===== src/rtl/oport_arb.sv =====
// Output-port arbiter: round-robin grant across four input buffers, holds the grant for a
// whole packet and forwards the granted input's flits onto the link one cycle later.
module oport_arb #(
  parameter int unsigned TMO  = 16,
  parameter int unsigned PKTW = 9
) (
  input  logic            clk,
  input  logic            rst,
  input  logic [3:0]      req,
  input  logic [PKTW:0]   pkt0,
  input  logic [PKTW:0]   pkt1,
  input  logic [PKTW:0]   pkt2,
  input  logic [PKTW:0]   pkt3,
  input  logic            ofull,
  output logic [3:0]      ack,
  output logic [PKTW:0]   pkto,
  output logic            busy,
  output logic            tmo
);

  localparam int unsigned CW = (TMO > 2) ? $clog2(TMO) : 1;

  typedef enum logic {StIdle, StBusy} state_e;

  localparam logic [1:0] TypIdle = 2'b00;
  localparam logic [1:0] TypHead = 2'b10;
  localparam logic [1:0] TypBody = 2'b01;
  localparam logic [1:0] TypTail = 2'b11;

  state_e         state_q, state_d;
  logic [1:0]     ptr_q, ptr_d;
  logic [1:0]     sel_q, sel_d;
  logic [CW-1:0]  cnt_q, cnt_d;
  logic [3:0]     ack_q, ack_d;
  logic [PKTW:0]  pkto_q, pkto_d;
  logic           tmo_q, tmo_d;

  logic [PKTW:0]  flit;
  logic [1:0]     ftyp;
  logic [1:0]     win;
  logic [1:0]     idx;
  logic           found;

  always_comb begin
    unique case (sel_q)
      2'd0:    flit = pkt0;
      2'd1:    flit = pkt1;
      2'd2:    flit = pkt2;
      default: flit = pkt3;
    endcase
  end

  assign ftyp = flit[PKTW:PKTW-1];

  // First requester at or above the pointer, wrapping mod 4.
  always_comb begin
    win   = 2'd0;
    idx   = 2'd0;
    found = 1'b0;
    for (int k = 0; k < 4; k++) begin
      idx = ptr_q + 2'(k);
      if (!found && req[idx]) begin
        found = 1'b1;
        win   = idx;
      end
    end
  end

  always_comb begin
    state_d = state_q;
    ptr_d   = ptr_q;
    sel_d   = sel_q;
    cnt_d   = cnt_q;
    ack_d   = ack_q;
    pkto_d  = '0;
    tmo_d   = 1'b0;
    unique case (state_q)
      StIdle: begin
        if (!ofull && found) begin
          state_d = StBusy;
          sel_d   = win;
          ptr_d   = win + 2'd1;
          ack_d   = 4'b0001 << win;
          cnt_d   = '0;
        end
      end
      StBusy: begin
        unique case (ftyp)
          TypHead, TypBody: begin
            pkto_d = flit;
            cnt_d  = '0;
          end
          TypTail: begin
            pkto_d  = flit;
            ack_d   = 4'b0000;
            cnt_d   = '0;
            state_d = StIdle;
          end
          default: begin
            // Bubble: a stalled input is dropped after TMO consecutive bubbles.
            if (cnt_q == CW'(TMO - 1)) begin
              ack_d   = 4'b0000;
              tmo_d   = 1'b1;
              cnt_d   = '0;
              state_d = StIdle;
            end else begin
              cnt_d = cnt_q + 1'b1;
            end
          end
        endcase
      end
      default: state_d = StIdle;
    endcase
  end

  always_ff @(posedge clk or posedge rst) begin
    if (rst) begin
      state_q <= StIdle;
      ptr_q   <= 2'd0;
      sel_q   <= 2'd0;
      cnt_q   <= '0;
      ack_q   <= 4'b0000;
      pkto_q  <= '0;
      tmo_q   <= 1'b0;
    end else begin
      state_q <= state_d;
      ptr_q   <= ptr_d;
      sel_q   <= sel_d;
      cnt_q   <= cnt_d;
      ack_q   <= ack_d;
      pkto_q  <= pkto_d;
      tmo_q   <= tmo_d;
    end
  end

  assign ack  = ack_q;
  assign pkto = pkto_q;
  assign busy = (state_q == StBusy);
  assign tmo  = tmo_q;

endmodule


===== config.mk =====
export PLATFORM = sky130hd
export DESIGN_NAME = oport_arb
export DESIGN_NICKNAME = d
export VERILOG_FILES = /design/src/rtl/oport_arb.sv
export SDC_FILE = /design/constraint.sdc
export NUM_CORES = 1
export LEC_CHECK = 0
export ABC_AREA = 1
export BUFFER_PORTS_ARGS = -buffer_cell sky130_fd_sc_hd__buf_2
export CAP_MARGIN = 20
export CORE_UTILIZATION = 44
export DETAILED_ROUTE_END_ITERATION = 10
export PLACE_DENSITY = 0.81
export SLEW_MARGIN = 20
export SYNTH_ARGS = -nofsm -noshare
export SYNTH_HDL_FRONTEND = slang
export SYNTH_SLANG_ARGS = --single-unit

===== constraint.sdc =====
create_clock -name clk -period 2.05 [get_ports clk]
set_clock_uncertainty 0.2 [all_clocks]
set_input_delay 0.205 -clock clk [delete_from_list [all_inputs] [get_ports clk]]
set_output_delay 0.205 -clock clk [all_outputs]
set_load 0.005 [all_outputs]

### Yosys cells after proc, flatten, opt, wreduce, memory -nomap -nowiden

Cells that the tools add are included.

* register bits: 24
* input port bits: 47

* $add $sub $neg: 5
* reductions and logical operators: 13
* bitwise operators: 1
* shift operators: 1
* $lt $le $gt $ge: 4
* equal/unequal tests: 9
* multiplexer cells: 34

Operators by type and width (count)
* one-hot mux 10 bit (3 select lines): 1
* one-hot mux 4 bit (2 select lines): 3
* 2-to-1 mux 10 bit: 2
* 2-to-1 mux 4 bit: 5
* 2-to-1 mux 1 bit: 13
* < comparator 2 x 3 -> 1 bit (second input constant): 4
* binary-select mux 1 bit (select 2 bit): 4
* 2-to-1 mux 2 bit: 4
* equality test 2 bit (second input constant): 3
* adder 2 x 1 -> 2 bit (second input constant): 2
* adder 2 bit (second input constant): 2
* adder 4 x 1 -> 4 bit (second input constant): 1
* equality test 2 x 1 -> 1 bit (second input constant): 2
* equality test 4 bit (second input constant): 1
* logical AND 1 bit: 4
* zero test 1 bit: 4
* inequality test 2 bit (second input constant): 2
* one-hot mux 1 bit (2 select lines): 2
* left shift 1 x 2 -> 4 bit (first input constant): 1
* inequality test 3 x 1 -> 1 bit (second input constant): 1
* AND reduction 3 bit: 1
* OR reduction 3 bit: 1
* zero test 2 bit: 1
* AND reduction 2 bit: 1
* 2 further kinds: 2

### Longest topological paths before layout

Gate-level depths: netlist (run 1).

* word-level depth: 15
* mapped depth: 13

### Worst setup path before layout (run 1)

OpenSTA, ideal clock, no wires.

* kind: reg2reg
* start: register sel_q[1]
* end: register ack_q[0] (netlist: ack[0])
* path buffers: 1
* period minus slack after synthesis: 2134 ps
* setup slack: -84 ps
* data required time: 1732 ps
* arrival time: 1816 ps
* cell stages (with the launch flop): 10
* cell sequence: dfrtp_1 clkbuf_1 nand2_1 o21ai_0 inv_1 ha_1 nor2_1 o21ai_0 nand3_1 nand2_1

* longest elaborated chain between the ends: 6

Ends and longest elaborated chain
* from (decl): RTL line 32 `logic [1:0] sel_q, sel_d;`
* from (signal assigned): RTL line 128 `sel_q <= sel_d;`
* equality test 2 bit (tied with other cells): RTL line 45 `unique case (sel_q)`
* one-hot mux 10 bit (3 select lines) *: RTL line 45
* equality test 2 bit / equality test 2 x 1 -> 1 bit (equally long branches): RTL line 88 `unique case (ftyp)`
* OR reduction 2 bit: RTL line 88
* one-hot mux 4 bit (2 select lines) / inequality test 2 bit (equally long branches)
* one-hot mux 4 bit (2 select lines) / AND reduction 3 bit (equally long branches)
* to (signal assigned): RTL line 130 `ack_q <= ack_d;`
* to (decl): RTL line 34 `logic [3:0] ack_q, ack_d;`

Mark *: on every way between the ends. The rest lies on a longest branch, timed or not.
A chain may end at the register's enable or synchronous reset.

### Worst setup path in the final report (run 1)

* start: register ptr_q[0]
* end: register ptr_q[1]

RTL lines
* from (decl): RTL line 31 `logic [1:0] ptr_q, ptr_d;`
* from (signal assigned): RTL line 127 `ptr_q <= ptr_d;`
* branches (longest 11 deep; another with adder 2 x 1 -> 2 bit)
* 2-to-1 mux 2 bit *: RTL line 62 `if (!found && req[idx]) begin`
* named net win[0]: RTL line 40 `logic [1:0] win;`
* adder 2 x 1 -> 2 bit *: RTL line 82 `ptr_d = win + 2'd1;`

Mark *: on every way through the listed nets, which the timed path passes. The select of a mux whose other input is x is not followed.

==> results of run 1 <==
flip-flops by register name (all words and copies together), names as in the netlist:
signal  flops
pkto       10
ack         4
cnt_q       4
ptr_q       2
sel_q       2
busy        1
tmo         1
cells by family (layout without fill, tap and decap cells):
logic type / after synthesis / after routing
multiplexers: 1 / 1
adder cells (fa/ha/maj): 8 / 8
flip-flops: 24 / 24
AO/OA/AOI/OAI: 36 / 36
buffers and inverters: 37 / 139
AND/OR/NAND/NOR: 108 / 108
worst max path at each step:
stage / from / endpoint / slack (ns) / depth (start not counted)
floorplan: sel_q[1] / ack[0] / 0.02 / 9
global placement: sel_q[0] / ack[2] / 0.003 / 9
detailed placement: sel_q[1] / ack[0] / -0.09 / 8
CTS: ptr_q[0] / ptr_q[1] / 0.002 / 12
global route: ptr_q[0] / ptr_q[1] / -0.06 / 12
finish: ptr_q[0] / ptr_q[1] / 0.03 / 12
stage by stage:
step | area [µm²] | setup WS, ns | hold slack [ns] | setup TNS, ns | power, µW
2_1_floorplan | 1620 | 0.0176 | 0.0196 | 0 | 2060
3_3_place_gp | 2150 | 0.00263 | 0.0622 | 0 | 2810
3_5_place_dp | 2150 | -0.0864 | 0.0734 | -0.710 | 2880
4_1_cts | 2310 | 0.00226 | 0.00246 | 0 | 3300
5_1_grt | 2430 | -0.0637 | 0.0194 | -0.287 | 3960
6_report | 2430 | 0.0328 | -0.00102 | 0 | 3630
Yosys cell counts (all sizes together) (3+ instances only):
cell    count  area share [%]
nand2      70              18
inv        33             7.7
dfrtp      24              37
nand3      24             8.8
o21ai      24             8.4
nor2       10             4.5
ha          8             6.2
o211ai      8             3.7
clkbuf      3            0.70
nand4       3             1.2
area by class of cell:
class	instances	area [µm²]	share of cell area [%]
clock buffers	3	22.5	0.927
repair buffers	102	634	26.1
clock inverters	1	30.0	1.24
multi-input cells	153	957	39.4
inverters	33	124	5.10
well taps	46	57.6	2.37
flip-flops and latches	24	603	24.8
power by group:
part	switching, µW	internal (µW)
combinational	1380	1150
sequential	121	622
clock	155	198
layer usage:
layer,up-vias,global-route usage (%)
li1,899,-
met1,783,26.7
met2,55,42.0
met3,6,2.92
met4,0,5.23
met5,-,0
worst min-delay path, cell delays in order:
cell and delay (ns):
buf_2 0.08, nand2_1 0.04, nand3_1 0.05, o211ai_1 0.07
inv_1 0.05
what timing repair did:
action / 4_1_cts / 5_1_grt
hold endpoints to repair: 32 / 0
cloned: 0 / 1
pin swaps: 3 / 11
gates resized for setup: 8 / 23
hold buffers: 9 / 0
setup endpoints to repair: 13 / 17
setup buffers: 0 / 5
cells in the final DEF (no fill, tap or decap), types with 2 or more instances in the layout:
cell | netlist | layout
nor2_2 | 1 | 2
nand2_1 | 61 | 54
nand2_2 | 7 | 12
buf_2 | 0 | 63
dfrtp_2 | 0 | 2
dlygate4sd3_1 | 0 | 9
nor2_1 | 7 | 5
o21ai_0 | 13 | 8
nand3_2 | 2 | 4
o21ai_1 | 7 | 9
inv_1 | 31 | 28
clkbuf_4 | 0 | 3
nand3_1 | 21 | 18
o21ai_2 | 4 | 7
inv_2 | 2 | 5
o211ai_1 | 8 | 8
nand4_1 | 3 | 3
buf_4 | 0 | 29
ha_1 | 8 | 6
dfrtp_1 | 24 | 22
nand3_4 | 1 | 2
nand2_4 | 2 | 4
nor2_8 | 2 | 2
==> flow_summary_export.csv, run 1 <==
group,metric,value,unit
job,cap_violations,0,
timing,finalSetupViolations,0,
synth,synth_top_family_by_area,"simple AND/OR/NAND/NOR gates",
synth,netlist_instances,214,
drt,top_layer_used,"met4",
drt,via_per_inst,4.81,
drt,drc,0,
synth,yosysSeqAreaShare,37.1,%
clocking,cts_buffer_depth,2,
pwr,p_per_area,1490,mW/mm²
setup_path,reg2reg_to,"ptr_q[1]",
final_layout,nets,372,
clocking,cts_tree,"done",
min_path,hold_end,"pkto[7]",
setup_path,crit_chain,"buf_2 -> nand2_1 -> nand3_2 -> nand2_4 -> inv_1 -> a21oi_1 -> nand2_1 -> nand2_2 -> inv_2 -> ha_4 -> nand2_2 -> o21ai_1",
clocking,numCtsBuffers,3,
setup_path,rr_startpoint,"ptr_q[0]",
drt,wirelength,4400,µm
synth,synth_mux_area_share,0.619,%
synth,ys_ff_latch,24,
drt,via_count,1743,
placement,gp_congestion,0.824,
drt,drt_iter0_drc,79,
global_routing,grt_usage,22.4,%
setup_path,slowest_stage,"dfrtp_1",
min_path,hp-class,"primary input to flip-flop",
die,die-area,0.00392,mm²
clocking,path_clk_slew,0.14,ns
timing,maxSlewHeadroom,76.6,%
synth,syn-cell-area,0.00162,mm²
placement,dp_hpwl,3190,µm
status,violations,"negative hold slack",
die,initial_core_util,47.4,%
final_layout,layout-drive-gt1-share,44.6,%
die,core,0.00342,mm²
placement,placed_cells,343,
final_layout,n_antenna_cell,0,
die,die_x,62.6,µm
synth,synthAdderAreaFrac,6.19,%
min_path,min_path_cells,5,
synth,async_flop_share,100,%
min_path,hold_start,"pkt2[7]",
synth,synth-xor-area-share,0,%
pwr,vdd_drop_max,806,µV
timing,fin_crit_sh,98.4,%
die,rows,21,
synth,yosys_warnings,0,
timing,worstMarginPinSlew,0.350,ns
final_layout,nFillCells,279,
global_routing,grt_max_degree,25,
clocking,worstSkewPairLatency,0.32,ns
status,status,"complete, but fails checks",
drt,dr.pass1.iters,4,
synth,synth_top_flop_cell,"dfrtp_1",
timing,final-max-slew-violation-count,0,
synth,ys_types,26,
synth,syn-mean-instance-area,7.56,µm²
setup_path,worstRegToRegCells,12,
setup_path,required,2.07,ns
setup_path,crit_path_end_kind,"flip-flop",
setup_path,critical_path_buf_inv_count,3,
setup_path,slowest_delay,0.45,ns
drt,detail_route.wirelength.met1,2000,µm
timing,period_needed,2.02,ns
synth,yosys.area_share.simple,33.0,%
global_routing,first_global_vias,1665,
clocking,h-tree-depth,1,
synth,synth_compound_area_share,14.0,%
drt,wl_met3,201,µm
global_routing,grt-ovfl-total,0,
global_routing,antenna_found_initial,0,
setup_path,critPathArrivalTime,2.04,ns
die,ioPinCount,63,
timing,rsz0062_at_grt,"yes",
timing,hold_viol,1,
clocking,cts_sinks,24,
drt,avgRoutedWirePerCell,12.2,µm
setup_path,critical-path-top-delay-family,"simple AND/OR/NAND/NOR gates",
global_routing,grt_pass1_wl,7020,µm
setup_path,reg2reg_slack,0.03,ns
drt,wl_met2,2160,µm
placement,port_buffers,62,
final_layout,areaGrowthSynthToFinish,50.1,%
synth,synth_edf_count,0,
setup_path,path_class,"flip-flop to flip-flop",
clocking,clk_root_buffer_cell,"clkbuf_4",
timing,hold-worst-slack,-0.00102,ns
setup_path,cp_max_fo,4,
setup_path,critPathLaunchType,"flip-flop",
final_layout,instances_no_fill,362,
pwr,p_leak,0.00138,µW
final_layout,final_core_util,71.1,%
synth,syn_nets,269,
die,dieHeight,62.6,µm
timing,max_clock_freq,496,MHz
drt,ant_nets,0,
Note: power is estimated with default switching activity, not from simulation.
==> run 2: changes to the inputs <==
Settings changed: ABC_AREA 1 to not set, CORE_ASPECT_RATIO set to 0.5, CORE_UTILIZATION 44 to 42.
==> run 2 against run 1 <==
Net effect: the run now ends clean; power fell by 43%; flip-flop and latch count did not move; register-to-register slack improved by 0.03 ns; largest cell class unchanged; combinational power fell by 59%; clock power fell by 22%.
==> flow_summary_export.csv, run 2 <==
group,metric,value,unit
pwr,pwr-share-comb,49.5,%
pwr,total_power,2080,µW
clocking,clk_root_buffer_cell,"clkbuf_8",
final_layout,nFillCells,260,
setup_path,critPathLaunchType,"flip-flop",
min_path,min_path_cells,4,
setup_path,worstRegToRegCells,7,
synth,synth.most_common_cell,"dfrtp_1",
global_routing,grt_max_degree,25,
final_layout,multi_input_area,739,µm²
synth,synth_top_area_cell,"dfrtp_1",
synth,synth_top_cell_area_share,44.0,%
timing,final-max-slew-violation-count,0,
synth,netlist_instances,115,
pwr,swShare,36.4,%
setup_path,crit_path_end_kind,"flip-flop",
timing,fin_crit_sh,96.7,%
pwr,p_sw,757,µW
synth,syn-cell-area,0.00137,mm²
min_path,hp-class,"primary input to flip-flop",
final_layout,nets,241,
clocking,cts_sinks,24,
setup_path,critPathArrivalTime,1.99,ns
drt,drt_iter0_drc,74,
setup_path,required,2.06,ns
synth,syn-mean-instance-area,11.9,µm²
clocking,numCtsBuffers,3,
final_layout,areaGrowthSynthToFinish,33.8,%
timing,tns,0,ns
pwr,pwr-share-seq,37.2,%
global_routing,first_global_vias,1162,
die,die_x,82.6,µm
setup_path,path_class,"flip-flop to flip-flop",
synth,yosys_warnings,0,
timing,period_needed,1.98,ns
die,rows,14,
synth,synth_commonest_cells,"dfrtp_1 (24), nand2_1 (15), nor2b_1 (10)",
drt,via_per_inst,5.15,
clocking,worstSkewPairLatency,0.26,ns
final_layout,layout-drive-gt1-share,52.7,%
synth,synth_area_leaders,"dfrtp_1 (44%), mux4_2 (15%), ha_1 (7.3%)",
final_layout,n_antenna_cell,0,
drt,ant_nets,0,
die,core,0.00305,mm²
clocking,cts_tree,"done",
pwr,clkPwrFrac,13.3,%
die,ioPinCount,63,
drt,via_count,1154,
global_routing,grt_usage,20.1,%
synth,yosysSeqAreaShare,44.0,%
final_layout,layout_common_cells,"buf_2 (62), dfrtp_1 (24), nand2_1 (14)",
synth,syn_nets,170,
job,cap_violations,0,
die,dieHeight,42.3,µm
final_layout,regArea,601,µm²
final_layout,largest_reg_flops,10,
timing,hold_viol,0,
clocking,path_clk_slew,0.08,ns
timing,max_clock_freq,504,MHz
timing,finalSetupViolations,0,
setup_path,cp_max_fo,3,
pwr,internal-power,1320,µW
drt,avgRoutedWirePerCell,13.8,µm
synth,ys_ff_latch,24,
clocking,h-tree-depth,1,
synth,ys_types,31,
drt,wirelength,3100,µm
synth,async_flop_share,100,%
timing,worstMarginPinSlew,0.413,ns
global_routing,grt_pass1_wl,5110,µm
status,status,"finished clean",
global_routing,antenna_found_initial,0,
clocking,cts_buffer_depth,2,
final_layout,layout_commonest_cell,"buf_2",
timing,worst_slack,0.0668,ns
timing,maxSlewHeadroom,72.3,%
drt,dr.pass1.iters,4,
placement,dp_hpwl,2450,µm
synth,synth_edf_count,0,
placement,gp_congestion,0.762,
synth,synth_top_flop_cell,"dfrtp_1",
pwr,vdd_drop_max,669,µV
pwr,p_per_area,1140,mW/mm²
drt,drc,0,
placement,dp_slack,-0.0377,ns
pwr,p_leak,0.000937,µW
die,initial_core_util,44.8,%
global_routing,grt-ovfl-total,0,
die,die-area,0.00350,mm²
placement,port_buffers,62,
## run 2: path summary, 6_finish.rpt
kind / start / endpoint / slack [ns]
min in group asynchronous: rst / pkto[6] / 0.32
max in group asynchronous: rst / cnt_q[0] / 1.09
worst max-delay path: sel_q[0] / cnt_q[3] / 0.07
worst min register to register: cnt_q[1] / cnt_q[1] / 0.33
worst max register to register: sel_q[0] / cnt_q[3] / 0.07
worst min-delay path: ofull / ptr_q[1] / 0.07
## run 2: area by class of cell
type / count / area share (%)
multi-input cells: 80 / 40.5
flip-flops and latches: 24 / 32.9
repair buffers: 69 / 20.0
well taps: 40 / 2.74
clock buffers: 3 / 2.26
inverters: 8 / 1.64
## run 2: metrics by stage
stage | instance area (µm²) | hold WS, ns | instances | utilization [%]
2_1_floorplan | 1370 | 0.0196 | 115 | -
3_3_place_gp | 1740 | 0.0616 | 219 | 57.1
3_5_place_dp | 1740 | 0.0704 | 219 | 57.1
4_1_cts | 1800 | 0.0625 | 224 | 59.1
5_1_grt | 1830 | 0.0787 | 224 | 59.9
6_report | 1830 | 0.0665 | 224 | 59.9
## run 2: metal layers
metal  up-vias  wire length [µm]  GRT usage [%]
li1        548                 -              -
met4         0                12           5.52
met5         -                 0              0
met3         2               141           5.87
met2        29              1580           33.6
met1       575              1360           25.5
## run 2: critical path, cell delays in order, from the launching register on
cell and delay [ns]:
dfrtp_1 0.42, mux4_2 0.54, inv_1 0.13, ha_4 0.15, nand2_2 0.07, nor3_2 0.17, a31oi_1 0.06, a21bo_2 0.19
## run 2: cells by family (layout without fill, tap and decap cells)
family | count (synthesis) | in the layout | synth area share [%]
xor+xnor | 1 | 1 | 0.642
mux | 12 | 12 | 18.4
flops | 24 | 24 | 44.0
buf+inv | 11 | 80 | 4.22
simple gates | 42 | 42 | 16.2
fa+ha+maj | 8 | 8 | 7.33
compound gates | 17 | 17 | 9.17
## run 2: power by group through the flow
stage	Combinational [µW]	Clock, µW	Sequential [µW]
after global routing	1150	311	802
final	1030	277	774
after global placement	939	0	773
after CTS	999	288	772
after detailed placement	971	0	782
after floorplan	649	0	773
## run 2: what timing repair did
item                                   CTS  global route
setup endpoints to repair                7            14
resized for setup                        3             6
buffers inserted                         1             0
pin swaps                                0             1
endpoints found under the hold margin   24             0
cloned                                   0             0
hold buffers                             1             0
